### src/rtl/uart_pkg.sv
// UART constants and helpers shared by the transmit and receive datapaths.
// Latency: n/a (package only).
// Backpressure: n/a (package only).
package uart_pkg;

  localparam logic IDLE_LEVEL  = 1'b1;
  localparam logic START_LEVEL = 1'b0;

  // Bits on the line per frame: start + data + optional parity + stop bits.
  function automatic int frame_len(input int data_bits, input int parity_en,
                                   input int stop_bits);
    return 1 + data_bits + ((parity_en != 0) ? 1 : 0) + stop_bits;
  endfunction

  // Parity over up to 9 data bits; callers zero-extend narrower words,
  // which leaves the XOR unchanged. odd=1 inverts to give odd parity.
  function automatic logic parity_bit(input logic [8:0] data, input logic odd);
    return (^data) ^ odd;
  endfunction

endpackage

### src/rtl/tx_bit_counter.sv
// Counts shifted-out bits of a frame and flags when the whole frame has gone.
// Latency: count updates one clk after inc/clear; terminal is decoded from the register.
// Backpressure: none; holds at FRAME_LEN (never wraps) until cleared.
module tx_bit_counter
  import uart_pkg::*;
#(
  parameter int DATA_BITS = 8,
  parameter int PARITY_EN = 0,
  parameter int STOP_BITS = 1
) (
  input  logic clk,
  input  logic reset,
  input  logic clear,
  input  logic inc,
  output logic terminal
);

  localparam int FRAME_LEN = frame_len(DATA_BITS, PARITY_EN, STOP_BITS);
  localparam int CW        = $clog2(FRAME_LEN + 1);

  logic [CW-1:0] bit_cnt;

  assign terminal = (bit_cnt == CW'(FRAME_LEN));

  // Clear has priority; increments stop at the terminal value so it cannot wrap.
  always_ff @(posedge clk) begin
    if (reset || clear) begin
      bit_cnt <= '0;
    end else if (inc && !terminal) begin
      bit_cnt <= bit_cnt + CW'(1);
    end
  end

endmodule

### src/rtl/tx_frame_shifter.sv
// UART transmit frame builder and serializer driven by controller load/shift pulses.
// Latency: tx changes one clk after each shift; count_done is combinational in the final shift cycle.
// Backpressure: load ignored while busy; shift ignored while idle.
module tx_frame_shifter
  import uart_pkg::*;
#(
  parameter int DATA_BITS  = 8,
  parameter int PARITY_EN  = 0,
  parameter int PARITY_ODD = 0,
  parameter int STOP_BITS  = 1
) (
  input  logic                 clk,
  input  logic                 reset,
  input  logic                 load,
  input  logic                 shift,
  input  logic [DATA_BITS-1:0] data_in,
  output logic                 tx,
  output logic                 count_done,
  output logic                 busy
);

  localparam int FRAME_LEN = frame_len(DATA_BITS, PARITY_EN, STOP_BITS);

  if (DATA_BITS < 5 || DATA_BITS > 9) begin : g_bad_data_bits
    $error("tx_frame_shifter: DATA_BITS must be in 5..9");
  end
  if (STOP_BITS < 1 || STOP_BITS > 2) begin : g_bad_stop_bits
    $error("tx_frame_shifter: STOP_BITS must be 1 or 2");
  end

  logic [FRAME_LEN-1:0] sreg;
  logic [FRAME_LEN-1:0] load_frame;
  logic                 load_ok;
  logic                 shift_ok;
  logic                 cnt_terminal;

  assign load_ok  = load & ~busy;
  assign shift_ok = shift & busy;

  // The (FRAME_LEN+1)th shift closes the last stop bit; held low during reset.
  assign count_done = shift_ok & cnt_terminal & ~reset;

  // Frame image, LSB goes out first: start, data LSB-first, parity, stop ones.
  always_comb begin
    load_frame                = '1;
    load_frame[0]             = START_LEVEL;
    load_frame[DATA_BITS:1]   = data_in;
    if (PARITY_EN != 0) begin
      load_frame[DATA_BITS+1] = parity_bit(9'(data_in), (PARITY_ODD != 0));
    end
  end

  // Shift register, line driver and busy flag; load beats a simultaneous shift.
  always_ff @(posedge clk) begin
    if (reset) begin
      tx   <= IDLE_LEVEL;
      busy <= 1'b0;
      sreg <= '1;
    end else if (load_ok) begin
      sreg <= load_frame;
      busy <= 1'b1;
    end else if (count_done) begin
      tx   <= IDLE_LEVEL;
      busy <= 1'b0;
      sreg <= '1;
    end else if (shift_ok) begin
      tx   <= sreg[0];
      sreg <= {1'b1, sreg[FRAME_LEN-1:1]};
    end
  end

  tx_bit_counter #(
    .DATA_BITS (DATA_BITS),
    .PARITY_EN (PARITY_EN),
    .STOP_BITS (STOP_BITS)
  ) u_bit_counter (
    .clk      (clk),
    .reset    (reset),
    .clear    (load_ok | count_done),
    .inc      (shift_ok & ~count_done),
    .terminal (cnt_terminal)
  );

endmodule

### config.mk
export PLATFORM = sky130hd
export DESIGN_NAME = tx_frame_shifter
export DESIGN_NICKNAME = d
export VERILOG_FILES = /design/src/rtl/uart_pkg.sv /design/src/rtl/tx_bit_counter.sv /design/src/rtl/tx_frame_shifter.sv
export SDC_FILE = /design/constraint.sdc
export NUM_CORES = 1
export LEC_CHECK = 0
export CELL_PAD_IN_SITES_DETAIL_PLACEMENT = 0
export CELL_PAD_IN_SITES_GLOBAL_PLACEMENT = 1
export CORE_MARGIN = 1
export CORE_UTILIZATION = 35
export DETAILED_ROUTE_END_ITERATION = 10
export PLACE_DENSITY_LB_ADDON = 0.1
export SKIP_CTS_REPAIR_TIMING = 1
export SLEW_MARGIN = 20
export SYNTH_ARGS = -nofsm -noshare
export SYNTH_HDL_FRONTEND = slang
export SYNTH_SLANG_ARGS = --single-unit
### constraint.sdc
create_clock -name clk -period 1.9 [get_ports clk]
set_clock_uncertainty 0.05 [all_clocks]
set_input_delay 0.285 -clock clk [delete_from_list [all_inputs] [get_ports clk]]
set_output_delay 0.285 -clock clk [all_outputs]
set_load 0.03 [all_outputs]
* Word-level counts from Yosys, hierarchy flattened
Cells that the tools add are included.
Word-level totals: register bits after elaboration 15, input port bits 12
Operators by class: bitwise gates (word level) 10, $add $sub $neg 1, equal/unequal tests 1, multiplexer cells 7, reduce and logical (&&, ||, !) cells 7
Operator list (count):
- 9-bit two-way mux | 3
- 1-bit AND | 5
- 4-bit by 1-bit adder with 4-bit output (second input constant) | 1
- 4-bit equality test (second input constant) | 1
- 1-bit two-way mux | 4
- 1-bit NOT | 4
- 2-bit nonzero test | 2
- 3-bit nonzero test | 1
- 2-bit AND reduction | 1
- 1-bit logical AND | 1
- 1-bit logical NOT | 1
- 1-bit logical OR | 1
- 1-bit OR | 1

* Logic depth before layout (Yosys ltp)
word-level depth 6, mapped depth 6

* By module
A second synthesis with hierarchy kept.
Unflattened totals: cells, all modules 80, area total of the unflattened synthesis 779.5 µm²
By module, submodules not included:
- tx_frame_shifter | seq. area each 220.2 µm², cells an instance 57, times used 1, area each 561.8 µm²
- tx_bit_counter | seq. area each 80.1 µm², cells an instance 23, times used 1, area each 217.7 µm²

* Worst setup path after synthesis
No wires, ideal clock.
kind flip-flop to output port, start point register busy, end point output port count_done, path buffers 0, data required time 1.565 ns, data arrival time 1.547 ns, setup slack 0.018 ns, stages on the path, launching flop included 3, cells stage by stage dfxtp_1 -> nand2_1 -> nor3b_1
On the way: longest elaborated chain between the ends 3
Ends and longest elaborated chain:
- start, declared | line tx_frame_shifter.sv:19 | output logic busy
- start signal, assigned | line tx_frame_shifter.sv:57 | busy <= 1'b0;
- start signal, assigned | line tx_frame_shifter.sv:61 | busy <= 1'b1;
- start signal, assigned | line tx_frame_shifter.sv:64 | busy <= 1'b0;
- 1-bit AND | line tx_frame_shifter.sv:38 | assign shift_ok = shift & busy;
- 1-bit AND (2 in series) | line tx_frame_shifter.sv:41 | assign count_done = shift_ok & cnt_terminal & ~reset;
- end, declared | line tx_frame_shifter.sv:18 | output logic count_done,
No other way between the ends.

* Worst setup path after layout
start point register u_bit_counter.bit_cnt[0], end point output port count_done
On the way: longest elaborated chain between the ends 3
Ends and longest elaborated chain:
- start, declared | line tx_bit_counter.sv:21 | logic [CW-1:0] bit_cnt;
- start signal, assigned | line tx_bit_counter.sv:30 | bit_cnt <= bit_cnt + CW'(1);
- 4-bit equality test | line tx_bit_counter.sv:23 | assign terminal = (bit_cnt == CW'(FRAME_LEN));
- 1-bit AND (2 in series) | line tx_frame_shifter.sv:41
No other way between the ends.

==> out/qor.txt <==
Status - finished clean
Pre-Repair DR Iteration Count - 4
DRT antenna net count - 0
CTS tree - built
Critical path peak fanout - 8
Root Buffer - clkbuf_4
Crit path time final - 1.81 ns
Die Wd - 45.2 um
Reg2reg setup slack - 0.39 ns
Worst setup path start - u_bit_counter.bit_cnt[0]$_SDFFE_PP0P_
Cells after Synth - 73
Cells along the critical path - inv_1 -> ha_1 -> and3b_2 -> nor3b_1 -> buf_4
Sink Count - 15
Fin. max-slew vios - 0
Crit path depth - 5
Startpoint Class - register
Max Cap Viol - 0
Hold_sp - sreg[8]$_SDFFE_PP1P_
Most frequent cells in the layout - nand2_1 (13), dfxtp_1 (13), clkdlybuf4s50_1 (13)
Number of global-route vias before repair - 472
Post-synth EDFFs - 0
Buf/Inv on CP - 2
#FFs+latches synth - 15
P_leak - 0.336 nW
R2R cell count - 5
Syn Std Cell Area - 653 um2
Number of port buffers - 14
Cells on Worst Hold Path - 2
Reg area - 303 um2
Worst min-delay path category - register to register
Final worst-path cycle share - 95.2%
RR Startpoint - u_bit_counter.bit_cnt[0]$_SDFFE_PP0P_
Hold Slack - 0.428 ns
Seq/Total Area, Yosys - 46.0%
Via density - 5.03
RSZ-0062 raised after global routing - no
Relative slew slack - 57.0%
Grt ovf - 0
N_diodes - 0
HPWL after DPL - 963 um
Vias - 584
Post-route DRC - 0
Area Overhead vs Synth - 30.7%
CTS max path bufs - 2
Row Count - 15
F_max - 553 MHz
Crit path max-delay family - simple AND/OR/NAND/NOR gates
Initial antenna violation count - 0
Worst-Margin Slew - 0.628 ns
WL per Instance - 11.4 um
Num ports - 15
Ys Warns - 0
Final setup vio count - 0
Maximum VDD drop - 376 uV
Routed Wire Length - 1.32 mm
CORE AREA - 1750 um2
Layout cells sized above 1 - 14.3%
Place WS - 0.238 ns
Critical path class - register to output port
Syn Nets - 87
Nets - 106
Final setup margin - 0.0909 ns
Crit path DAT - 1.47 ns
DR iter-0 viols - 20
Main synth FF type - dfxtp_1
First-pass GRT wire length - 2.15 mm
Die area - 2040 um2
Final Wtd Congestion - 0.708
Clock transition at path regs - 0.09 ns
CTS Buf Count - 3
GR Util All Layers - 15.2%
Final-layout fill cell count - 183
Die height - 45.2 um
Distinct cell type count after synthesis - 25
Post-synth ARST share - 0%
Initial Util - 37.4%
Worst stage delay on the critical path - 0.38 ns
PwrDens - 736 nW/um2
Cell at the slowest stage of the critical path - dfxtp_2
Clock Latency Late Sink - 0.29 ns
Syn avg cell area - 8.95 um2
CP required - 1.56 ns
H-tree depth - 1
Endpoints failing hold - 0
Setup crit end kind - output port
Footprint of the multi-input gates - 329 um2
Largest net degree at the start of global routing - 11
-- state kept, by name (all words and copies together) (netlist names) --
register	count
tx	1
sreg	9
u_bit_counter.bit_cnt	4
busy	1
-- metrics by stage --
| stage | setup TNS, ns | util, % | power [W] | cell area (um2) | instances |
|---|---|---|---|---|---|
| global route | 0 | 48.9 | 0.000666 | 853 | 116 |
| global placement | 0 | 47.2 | 0.000451 | 823 | 112 |
| CTS | -0.0373 | 48.7 | 0.000639 | 850 | 116 |
| finish | 0 | 48.9 | 0.000628 | 853 | 116 |
| detailed placement | 0 | 47.2 | 0.000451 | 823 | 112 |
| floorplan | 0 | - | 0.000405 | 653 | 73 |
-- kinds of logic (layout without fill, tap and decap cells) --
logic type,Yosys count,after routing,share of synthesized area [%]
muxes,2,2,3.07
and+or+nand+nor,32,32,23.8
buffers and inverters,4,22,3.83
adders and majority gates,2,2,3.83
AOI/OAI and AO/OA,18,18,19.5
DFF,15,15,46.0
-- worst reg2reg max path, delay by kind of cell, from the launching register on --
kind	cells	cell delay (ns)
buf+inv	1	0.05
flops	1	0.38
fa+ha+maj	1	0.18
compound gates	1	0.35
simple gates	2	0.37
-- cell type report --
type / instances / area share [%]
inverter: 1 / 0.440
tap: 25 / 3.67
multi-input combinational: 54 / 38.6
clock buffer: 4 / 3.08
sequential: 15 / 35.5
timing repair buffer: 17 / 18.8
-- synthesized netlist by cell type (2+ instances only) --
cell type	number	share of area (%)
or3_1	3	2.9
buf_2	2	1.5
dfxtp_1	15	46
a21oi_1	4	3.1
nand2_1	13	7.5
mux2i_1	2	3.1
a22oi_1	7	8.0
ha_1	2	3.8
nor2_1	2	1.1
nand3_1	8	6.1
-- where the power goes --
part	total, W	internal, W	switching [W]
sequential	0.000348	0.000335	0.0000128
combinational	0.0000958	0.0000515	0.0000442
clock	0.000185	0.0000817	0.000103
total	0.000628	0.000468	0.000160
-- metal layers --
metal | up-vias | global-route usage (%) | part of all wire [%]
met3 | 4 | 6.00 | 4.6
li1 | 301 | - | -
met5 | - | 0 | 0
met2 | 15 | 22.6 | 47
met4 | 0 | 7.27 | 1.6
met1 | 264 | 19.2 | 46
-- final timing paths --
path                                              to
worst max-delay path                      count_done
worst min-delay path            sreg[8]$_SDFFE_PP1P_
worst max register to register  sreg[5]$_SDFFE_PP1P_
worst min register to register  sreg[8]$_SDFFE_PP1P_
No activity file was read; power rests on OpenSTA's default activity.
